--- src/rtl/mem_dump_tx.sv ---
// mem_dump_tx
//   Reads a range of 32-bit words through a synchronous BRAM read port and
//   streams them out of a UART TX line as 8N1 frames. Bytes go out
//   little-endian (bits [7:0] first), data bits LSB first.
//
//   Optional feature, selected by the macro MEM_DUMP_CHECKSUM_EN:
//   one trailer byte follows the last data byte immediately. It holds the
//   mod-256 sum of all data bytes. With word_count=0 a single 0x00 byte is sent.
//
// Ports
//   clk        : system clock, rising edge
//   rst        : asynchronous active-high reset
//   start      : one-cycle request; only honoured while idle
//   base_addr  : first word address, latched on an accepted start
//   word_count : number of words to send, latched on an accepted start
//   mem_en     : memory read enable (one cycle per word)
//   mem_addr   : memory word address, holds its last value between reads
//   mem_rdata  : read data, valid the cycle after mem_en
//   tx         : UART serial output, idle high
//   busy       : high from the cycle after an accepted start until done
//   done       : one-cycle pulse at the end of the dump
//
// All outputs are registered. They follow the FSM state one cycle later. The
// state sequence READ, WAIT, LOAD therefore lines up with mem_en and
// mem_rdata, and the first start bit appears four cycles after the start edge.
module mem_dump_tx #(
  parameter int CLK_FREQ   = 100_000_000,
  parameter int BAUD       = 115200,
  parameter int ADDR_WIDTH = 10
) (
  input  logic                  clk,
  input  logic                  rst,
  input  logic                  start,
  input  logic [ADDR_WIDTH-1:0] base_addr,
  input  logic [ADDR_WIDTH:0]   word_count,
  output logic                  mem_en,
  output logic [ADDR_WIDTH-1:0] mem_addr,
  input  logic [31:0]           mem_rdata,
  output logic                  tx,
  output logic                  busy,
  output logic                  done
);

  localparam int CLKS_PER_BIT = CLK_FREQ / BAUD;
  localparam int CW = (CLKS_PER_BIT > 1) ? $clog2(CLKS_PER_BIT) : 1;
  localparam logic [CW-1:0]         BIT_LAST = CW'(CLKS_PER_BIT - 1);
  localparam logic [CW-1:0]         CNT_ONE  = CW'(1);
  localparam logic [ADDR_WIDTH-1:0] ADDR_ONE = ADDR_WIDTH'(1);
  localparam logic [ADDR_WIDTH:0]   WORD_ONE = (ADDR_WIDTH + 1)'(1);

  typedef enum logic [2:0] {
    S_IDLE, S_READ, S_WAIT, S_LOAD, S_START, S_DATA, S_STOP, S_FIN
  } state_t;

  state_t state, next_state;

  logic [ADDR_WIDTH-1:0] cur_addr;
  logic [ADDR_WIDTH:0]   words_left;
  logic [31:0]           shreg;
  logic [CW-1:0]         baud_cnt;
  logic [2:0]            bit_idx;
  logic [1:0]            byte_idx;
  logic                  bit_end;
`ifdef MEM_DUMP_CHECKSUM_EN
  logic [7:0]            sum;
  logic                  ck_phase;
  logic                  load_ck;
`endif

  // state register
  always_ff @(posedge clk or posedge rst) begin
    if (rst) state <= S_IDLE;
    else     state <= next_state;
  end

  // next-state logic and bit/checksum strobes
  always_comb begin
    next_state = state;
    bit_end    = (baud_cnt == BIT_LAST);
`ifdef MEM_DUMP_CHECKSUM_EN
    // the trailer is loaded either straight from idle (empty dump) or after the last data byte
    load_ck = ((state == S_IDLE) && start && (word_count == '0)) ||
              ((state == S_STOP) && bit_end && (byte_idx == 2'd3) &&
               !ck_phase && (words_left == '0));
`endif
    case (state)
      S_IDLE: begin
        if (start) begin
          if (word_count == '0) begin
`ifdef MEM_DUMP_CHECKSUM_EN
            next_state = S_START;
`else
            next_state = S_FIN;
`endif
          end else begin
            next_state = S_READ;
          end
        end else begin
          next_state = S_IDLE;
        end
      end
      S_READ:  next_state = S_WAIT;
      S_WAIT:  next_state = S_LOAD;
      S_LOAD:  next_state = S_START;
      S_START: begin
        if (bit_end) next_state = S_DATA;
        else         next_state = S_START;
      end
      S_DATA: begin
        if (bit_end && (bit_idx == 3'd7)) next_state = S_STOP;
        else                              next_state = S_DATA;
      end
      S_STOP: begin
        if (bit_end) begin
          if (byte_idx != 2'd3) begin
            next_state = S_START;
`ifdef MEM_DUMP_CHECKSUM_EN
          end else if (ck_phase) begin
            next_state = S_FIN;
`endif
          end else if (words_left != '0) begin
            next_state = S_READ;
          end else begin
`ifdef MEM_DUMP_CHECKSUM_EN
            next_state = S_START;
`else
            next_state = S_FIN;
`endif
          end
        end else begin
          next_state = S_STOP;
        end
      end
      S_FIN:   next_state = S_IDLE;
      default: next_state = S_IDLE;
    endcase
  end

  // datapath: address/word counters, shift register, bit timing
  always_ff @(posedge clk or posedge rst) begin
    if (rst) begin
      cur_addr   <= '0;
      words_left <= '0;
      shreg      <= 32'd0;
      baud_cnt   <= '0;
      bit_idx    <= 3'd0;
      byte_idx   <= 2'd0;
`ifdef MEM_DUMP_CHECKSUM_EN
      sum        <= 8'd0;
      ck_phase   <= 1'b0;
`endif
    end else begin
      case (state)
        S_IDLE: begin
          baud_cnt <= '0;
          bit_idx  <= 3'd0;
          if (start) begin
            cur_addr   <= base_addr;
            words_left <= word_count;
            byte_idx   <= 2'd0;
`ifdef MEM_DUMP_CHECKSUM_EN
            sum      <= 8'd0;
            ck_phase <= load_ck;
            if (load_ck) begin
              shreg    <= 32'd0;
              byte_idx <= 2'd3;
            end else begin
              shreg <= shreg;
            end
`endif
          end else begin
            cur_addr <= cur_addr;
          end
        end
        S_LOAD: begin
          shreg      <= mem_rdata;
          cur_addr   <= cur_addr + ADDR_ONE;   // wraps naturally at 2^ADDR_WIDTH
          words_left <= words_left - WORD_ONE;
          byte_idx   <= 2'd0;
          baud_cnt   <= '0;
`ifdef MEM_DUMP_CHECKSUM_EN
          sum <= sum + mem_rdata[7:0] + mem_rdata[15:8] +
                 mem_rdata[23:16] + mem_rdata[31:24];
`endif
        end
        S_START: begin
          baud_cnt <= bit_end ? '0 : baud_cnt + CNT_ONE;
        end
        S_DATA: begin
          if (bit_end) begin
            baud_cnt <= '0;
            shreg    <= shreg >> 1;       // next byte slides into [7:0] after 8 shifts
            bit_idx  <= bit_idx + 3'd1;
          end else begin
            baud_cnt <= baud_cnt + CNT_ONE;
          end
        end
        S_STOP: begin
          if (bit_end) begin
            baud_cnt <= '0;
            byte_idx <= byte_idx + 2'd1;
`ifdef MEM_DUMP_CHECKSUM_EN
            if (load_ck) begin
              shreg    <= {24'd0, sum};
              ck_phase <= 1'b1;
              byte_idx <= 2'd3;
            end else begin
              ck_phase <= ck_phase;
            end
`endif
          end else begin
            baud_cnt <= baud_cnt + CNT_ONE;
          end
        end
        default: begin
          baud_cnt <= '0;
        end
      endcase
    end
  end

  // registered outputs decoded from the current state
  always_ff @(posedge clk or posedge rst) begin
    if (rst) begin
      tx       <= 1'b1;
      busy     <= 1'b0;
      done     <= 1'b0;
      mem_en   <= 1'b0;
      mem_addr <= '0;
    end else begin
      case (state)
        S_START: tx <= 1'b0;
        S_DATA:  tx <= shreg[0];
        default: tx <= 1'b1;
      endcase
      mem_en <= (state == S_READ);
      if (state == S_READ) mem_addr <= cur_addr;
      else                 mem_addr <= mem_addr;
      // busy drops on the same edge that raises done
      busy <= (next_state != S_IDLE);
      done <= (state == S_FIN);
    end
  end

endmodule
--- config.mk ---
export PLATFORM = sky130hd
export DESIGN_NAME = mem_dump_tx
export DESIGN_NICKNAME = d
export VERILOG_FILES = /design/src/rtl/mem_dump_tx.sv
export SDC_FILE = /design/constraint.sdc
export NUM_CORES = 1
export LEC_CHECK = 0
export CAP_MARGIN = 20
export CORE_ASPECT_RATIO = 1.75
export CORE_MARGIN = 4
export CORE_UTILIZATION = 50
export CTS_BUF_LIST = sky130_fd_sc_hd__clkbuf_8
export CTS_CLUSTER_DIAMETER = 100
export DETAILED_ROUTE_END_ITERATION = 10
export DONT_BUFFER_PORTS = 1
export GPL_TIMING_DRIVEN = 0
export MAX_ROUTING_LAYER = met4
export PLACE_DENSITY = 0.71
export SYNTH_ARGS = -nofsm -noshare
export SYNTH_HDL_FRONTEND = slang
export SYNTH_SLANG_ARGS = --single-unit
export TNS_END_PERCENT = 5
--- constraint.sdc ---
create_clock -name clk -period 3.3 [get_ports clk]
set_clock_uncertainty 0.1 [all_clocks]
set_input_delay 0.495 -clock clk [delete_from_list [all_inputs] [get_ports clk]]
set_output_delay 0.495 -clock clk [all_outputs]
set_load 0.01 [all_outputs]
==> reports/qor.yml, run 1 <==
status: "finished, final reports clean"
drt_wl_total_um: 9600
io_buffers: 0
drt_iter0_markers: 232
ant_nets: 0
cts_tree: "built"
antenna_found_initial: 0
synth_ff_type: "dfrtp_1"
grt_pass1_wl_um: 16000
drive_gt1_share_pct: 11.3
vias: 3204
boundaryPins: 70
fin_total_pwr_w: 0.00405
fmax_mhz: 405
p_per_area_nw_per_um2: 877
relSlewSlack_pct: 52.2
coreArea_um2: 8260
layout.nets: 490
via_per_inst: 6.10
die_area_um2: 10000
synthTopCellsByArea: "dfrtp_1, mux2i_1, nor2_1, a21oi_1, mux2_2"
cts_max_path_buffers: 2
nFillCells: 744
start_kind: "flip-flop"
setup_viol: 0
cts_buffers: 9
h-tree-depth: 3
fp-row-count: 44
path_max_fanout: 10
ys_seq_elements: 85
synthArstFlopShare_pct: 100
vdd_ir_drop_max_v: 0.000570
design_area_um2: 4620
place_congestion: 0.874
grt_max_degree: 69
cts-root-buf: "clkbuf_8"
synth_top_area_share_pct: 49.7
synth_top_cells_by_count: "dfrtp_1, nor2_1, a21oi_1"
drc: 0
grt_overflow: 0
cts_sinks: 85
dp_hpwl_um: 7070
grt_use_total_pct: 20.9
cp.arrival_ps: 2580
area_growth_pct: 9.27
start_util_pct: 51.2
die_h_um: 130
synth_warnings: 0
critPathCaptureType: "flip-flop"
clk_latency_ps: 350
tightest_slew_ps: 717
min_period_ps: 2470
drv_cap: 0
syn_nets: 476
cts_setup_buffers: 0
first_pass_iters: 4
path_class: "flip-flop to flip-flop"
cts_resized: 0
avgSynthCellArea_um2: 10.2
yosysSeqAreaShare_pct: 50.4
synth_area_leader_cell: "dfrtp_1"
synth_edf_count: 0
synth_cell_type_count: 55
hold_class: "input port to flip-flop"
dpl_cell_area_um2: 4370
synth.most_common_cell: "dfrtp_1"
slew_violations: 0
cts_hold_buffers: 1
timing.final.hold_violations: 0
n_antenna_cell: 0
wl_per_cell_um: 18.3
required_ps: 3410
syn_inst: 414
chipWidth_um: 77.5
cts.clk_slew.worst_paths_ps: 90
first_global_vias: 3260
fin_crit_sh_pct: 74.8
rsz0062_at_grt: "false"
leakagePower_nw: 2.06
netlist_area_um2: 4230
layer usage:
metal  GRT usage [%]  routed length [um]  vias to the layer above
met5               -                   0                        -
met4            8.91                 262                        0
met3            3.69                 323                       19
met2            35.4                5040                       74
met1            24.5                3980                     1580
li1                -                   -                     1531
critical path: stages (launching register included):
cell and delay, ps:
dfrtp_1 400, ha_1 300, or3b_4 440, o41ai_4 530, clkbuf_1 430, a21oi_1 130
layout by cell type (no fill, tap or decap), types with 2 or more instances in the layout:
cell type and instances:
clkbuf_1 15, a22o_1 4, nor3_1 7, xor2_1 4, mux2i_1 31, buf_2 6, nor4bb_1 2, o21ai_0 4
nor4_1 3, clkbuf_8 9, and3_1 5, o211ai_1 2, o31ai_1 2, nand2b_1 6, nor4b_1 2, inv_1 9
ha_1 6, nand3b_1 7, a21oi_1 41, o32a_1 2, nand3_1 10, o32ai_1 2, a31oi_1 4, and4_1 2
nor2_1 68, a311oi_1 4, clkinv_2 2, nand4_1 11, nand2_1 17, or2_2 2, bufinv_16 3, xnor2_1 4
mux2_2 12, nor3b_1 2, o22ai_1 6, a211oi_1 4, dfrtp_1 84, o221a_2 5
cell type report:
type	count	area (um^2)	share of cell area, %
Buffer	23	101	2.20
Clock buffer	9	124	2.68
Clock inverter	7	108	2.33
Inverter	8	32.5	0.705
Multi-Input combinational cell	298	1970	42.6
Sequential cell	85	2130	46.1
Tap cell	92	115	2.49
Timing Repair Buffer	3	42.5	0.921
stage by stage:
step / util (%) / setup TNS (ps) / hold slack, ps / std cells / worst slack, ps
2_1_floorplan: - / 0 / 355 / 414 / 513
6_report: 55.9 / 0 / 174 / 525 / 830
3_3_place_gp: 52.6 / -25650 / 376 / 506 / -313
3_5_place_dp: 52.9 / 0 / 229 / 507 / 619
4_1_cts: 55.8 / 0 / 161 / 524 / 598
5_1_grt: 55.9 / 0 / 164 / 525 / 629
kinds of logic after synthesis:
group,share of synthesized area (%)
AOI/OAI and AO/OA,14.4
xor gates and xnor gates,1.66
adders and majority gates,1.78
buffers and inverters,3.11
DFF,50.4
muxes,10.9
and+or+nand+nor,17.8
report_power, final:
group	switching (W)	internal, W
clock	0.000365	0.000495
combinational	0.000773	0.000604
sequential	0.000359	0.00145
sequential cells by signal (all words and copies together) (netlist names):
register / cells
mem_en: 1
bit_idx: 3
baud_cnt: 10
words_left: 11
done: 1
mem_addr: 10
tx: 1
state: 3
cur_addr: 10
byte_idx: 2
shreg: 32
busy: 1
path summary, 6_finish.rpt:
path / depth (start not counted) / slack [ps] / endpoint / startpoint
min in group asynchronous: 2 / 450 / shreg[1] / rst
max: 5 / 830 / shreg[21] / baud_cnt[0]
max reg2reg: 5 / 830 / shreg[21] / baud_cnt[0]
min: 2 / 170 / shreg[31] / mem_rdata[31]
min reg2reg: 1 / 390 / baud_cnt[0] / baud_cnt[0]
max in group asynchronous: 3 / 2030 / mem_addr[6] / rst
Power figures use the tool's default switching activity.
==> inputs of run 2 (changes only) <==
- PLACE_DENSITY: 0.71 -> 0.74
- clock period: 3.3 -> 2 ns (I/O delays scaled with it)
==> reports/qor.yml, run 2 (same netlist as run 1, synthesis figures left out) <==
timing.final.hold_violations: 0
leakagePower_nw: 2.19
drt_iter0_markers: 192
critPathBufInv: 0
cts_buffers: 9
r2r-end: "byte_idx[0]"
min_period_ps: 2070
hp-start: "base_addr[2]"
drive_gt1_share_pct: 18.2
r2r_slack_ps: -70
grt_use_total_pct: 21.6
critPathTopFamily: "simple AND/OR/NAND/NOR gates"
top_register: "shreg"
cts-root-buf: "clkbuf_8"
status: "finished with violations"
h-tree-depth: 3
fp-row-count: 44
die_area_um2: 10000
final_cells: 537
final_common_cell: "dfrtp_1"
nFillCells: 685
n_antenna_cell: 0
drc: 0
wl_per_cell_um: 18.9
cp.arrival_ps: 2230
die_h_um: 130
cts.clk_slew.worst_paths_ps: 90
via_per_inst: 6.23
boundaryPins: 70
grt_pass1_wl_um: 16600
start_util_pct: 51.2
drv_cap: 0
area_growth_pct: 16.3
io_buffers: 0
relSlewSlack_pct: 60.2
chipWidth_um: 77.5
cts_max_path_buffers: 2
grt_max_degree: 34
dp_hpwl_um: 7260
critPathCaptureType: "flip-flop"
cpMaxStageDelayCell: "dfrtp_1"
min_to: "cur_addr[2]"
setup_viol: 2
p_per_area_nw_per_um2: 1440
cts_tree: "built"
first_global_vias: 3597
fin_total_pwr_w: 0.00710
coreArea_um2: 8260
fmax_mhz: 483
dpl.cell_count: 508
largestRegisters: "shreg x32, words_left x11"
ant_nets: 0
tightest_slew_ps: 592
path_max_fanout: 6
clk_latency_ps: 360
path_class: "flip-flop to flip-flop"
fin_crit_sh_pct: 104
r2r_start: "baud_cnt[0]"
largest_reg_flops: 32
slowest_delay_ps: 410
start_kind: "flip-flop"
layout.nets: 502
multiInputGateArea_um2: 2060
slew_violations: 0
cpMostUsedCell: "mux2_4"
violations: "setup timing"
grt_overflow: 0
antenna_found_initial: 0
seqCellArea_um2: 2130
setup_ws_ps: -71.9
crit_chain: "ha_4 -> or3b_4 -> or3_4 -> mux2_4 -> mux2_4"
rsz0062_at_grt: "true"
hold_depth: 2
drt_wl_total_um: 10100
first_pass_iters: 5
vias: 3345
reg2reg_depth: 5
hold_class: "input port to flip-flop"
cts_sinks: 85
final_cell_mix: "dfrtp_1, nor2_1, a21oi_1"
required_ps: 2160
place_congestion: 0.881
vdd_ir_drop_max_v: 0.000908
run 2: cell count changes in the layout (fill, tap and decap cells not counted), moves of 3 or more:
cell,delta
buf_4,+10
buf_6,+4
clkbuf_2,+4
clkbuf_8,+3
dlygate4sd3_1,+6
buf_2,-3
clkbuf_1,-11
run 2: power by group:
| group | internal [W] | switching, W | leakage [nW] |
|---|---|---|---|
| clock | 0.000900 | 0.000625 | 0.126 |
| combinational | 0.00119 | 0.00136 | 1.08 |
| sequential | 0.00239 | 0.000631 | 0.978 |
| total | 0.00449 | 0.00261 | 2.19 |
run 2: how the worst max path moves through the flow:
stage / from / endpoint / slack (ps) / cells past startpoint
5_1_grt: baud_cnt[0] / byte_idx[0] / -110 / 5
3_3_place_gp: state[1] / byte_idx[0] / -570 / 4
3_5_place_dp: state[1] / byte_idx[0] / -600 / 4
4_1_cts: baud_cnt[1] / byte_idx[0] / -150 / 6
6_report: baud_cnt[0] / byte_idx[0] / -70 / 5
2_1_floorplan: baud_cnt[0] / byte_idx[0] / -210 / 6
run 2: per-stage QoR:
stage	setup WS, ps	area, um^2	TNS (ps)	hold slack, ps	util, %
floorplan	-206	4230	-2750	317	-
global placement	-572	4340	-18740	321	52.6
detailed placement	-596	4380	-21800	165	53.1
CTS	-154	4860	-358	0.209	58.8
global route	-113	4920	-991	8.01	59.5
finish	-71.9	4920	-114	21.6	59.5
run 2: timing repair:
action,in CTS,in global routing
resized for setup,31,28
pin swaps,5,2
setup buffers,6,2
hold endpoints to repair,30,0
hold buffers,7,0
setup endpoints to repair,78,60
run 2: metal layers:
metal	part of all wire [%]	track usage [%]	wire length, um
met1	38	23.3	3870
met2	53	36.4	5360
met3	5.1	4.80	515
met4	3.8	12.4	382
met5	0	-	0
run 2: area by class of cell:
| type | count | area share (%) |
|---|---|---|
| sequential | 85 | 43.3 |
| multi-input combinational | 298 | 41.8 |
| timing repair buffer | 17 | 3.54 |
| clock buffer | 11 | 3.08 |
| buffer | 21 | 3.08 |
| tap | 92 | 2.34 |
| clock inverter | 5 | 2.16 |
| inverter | 8 | 0.687 |
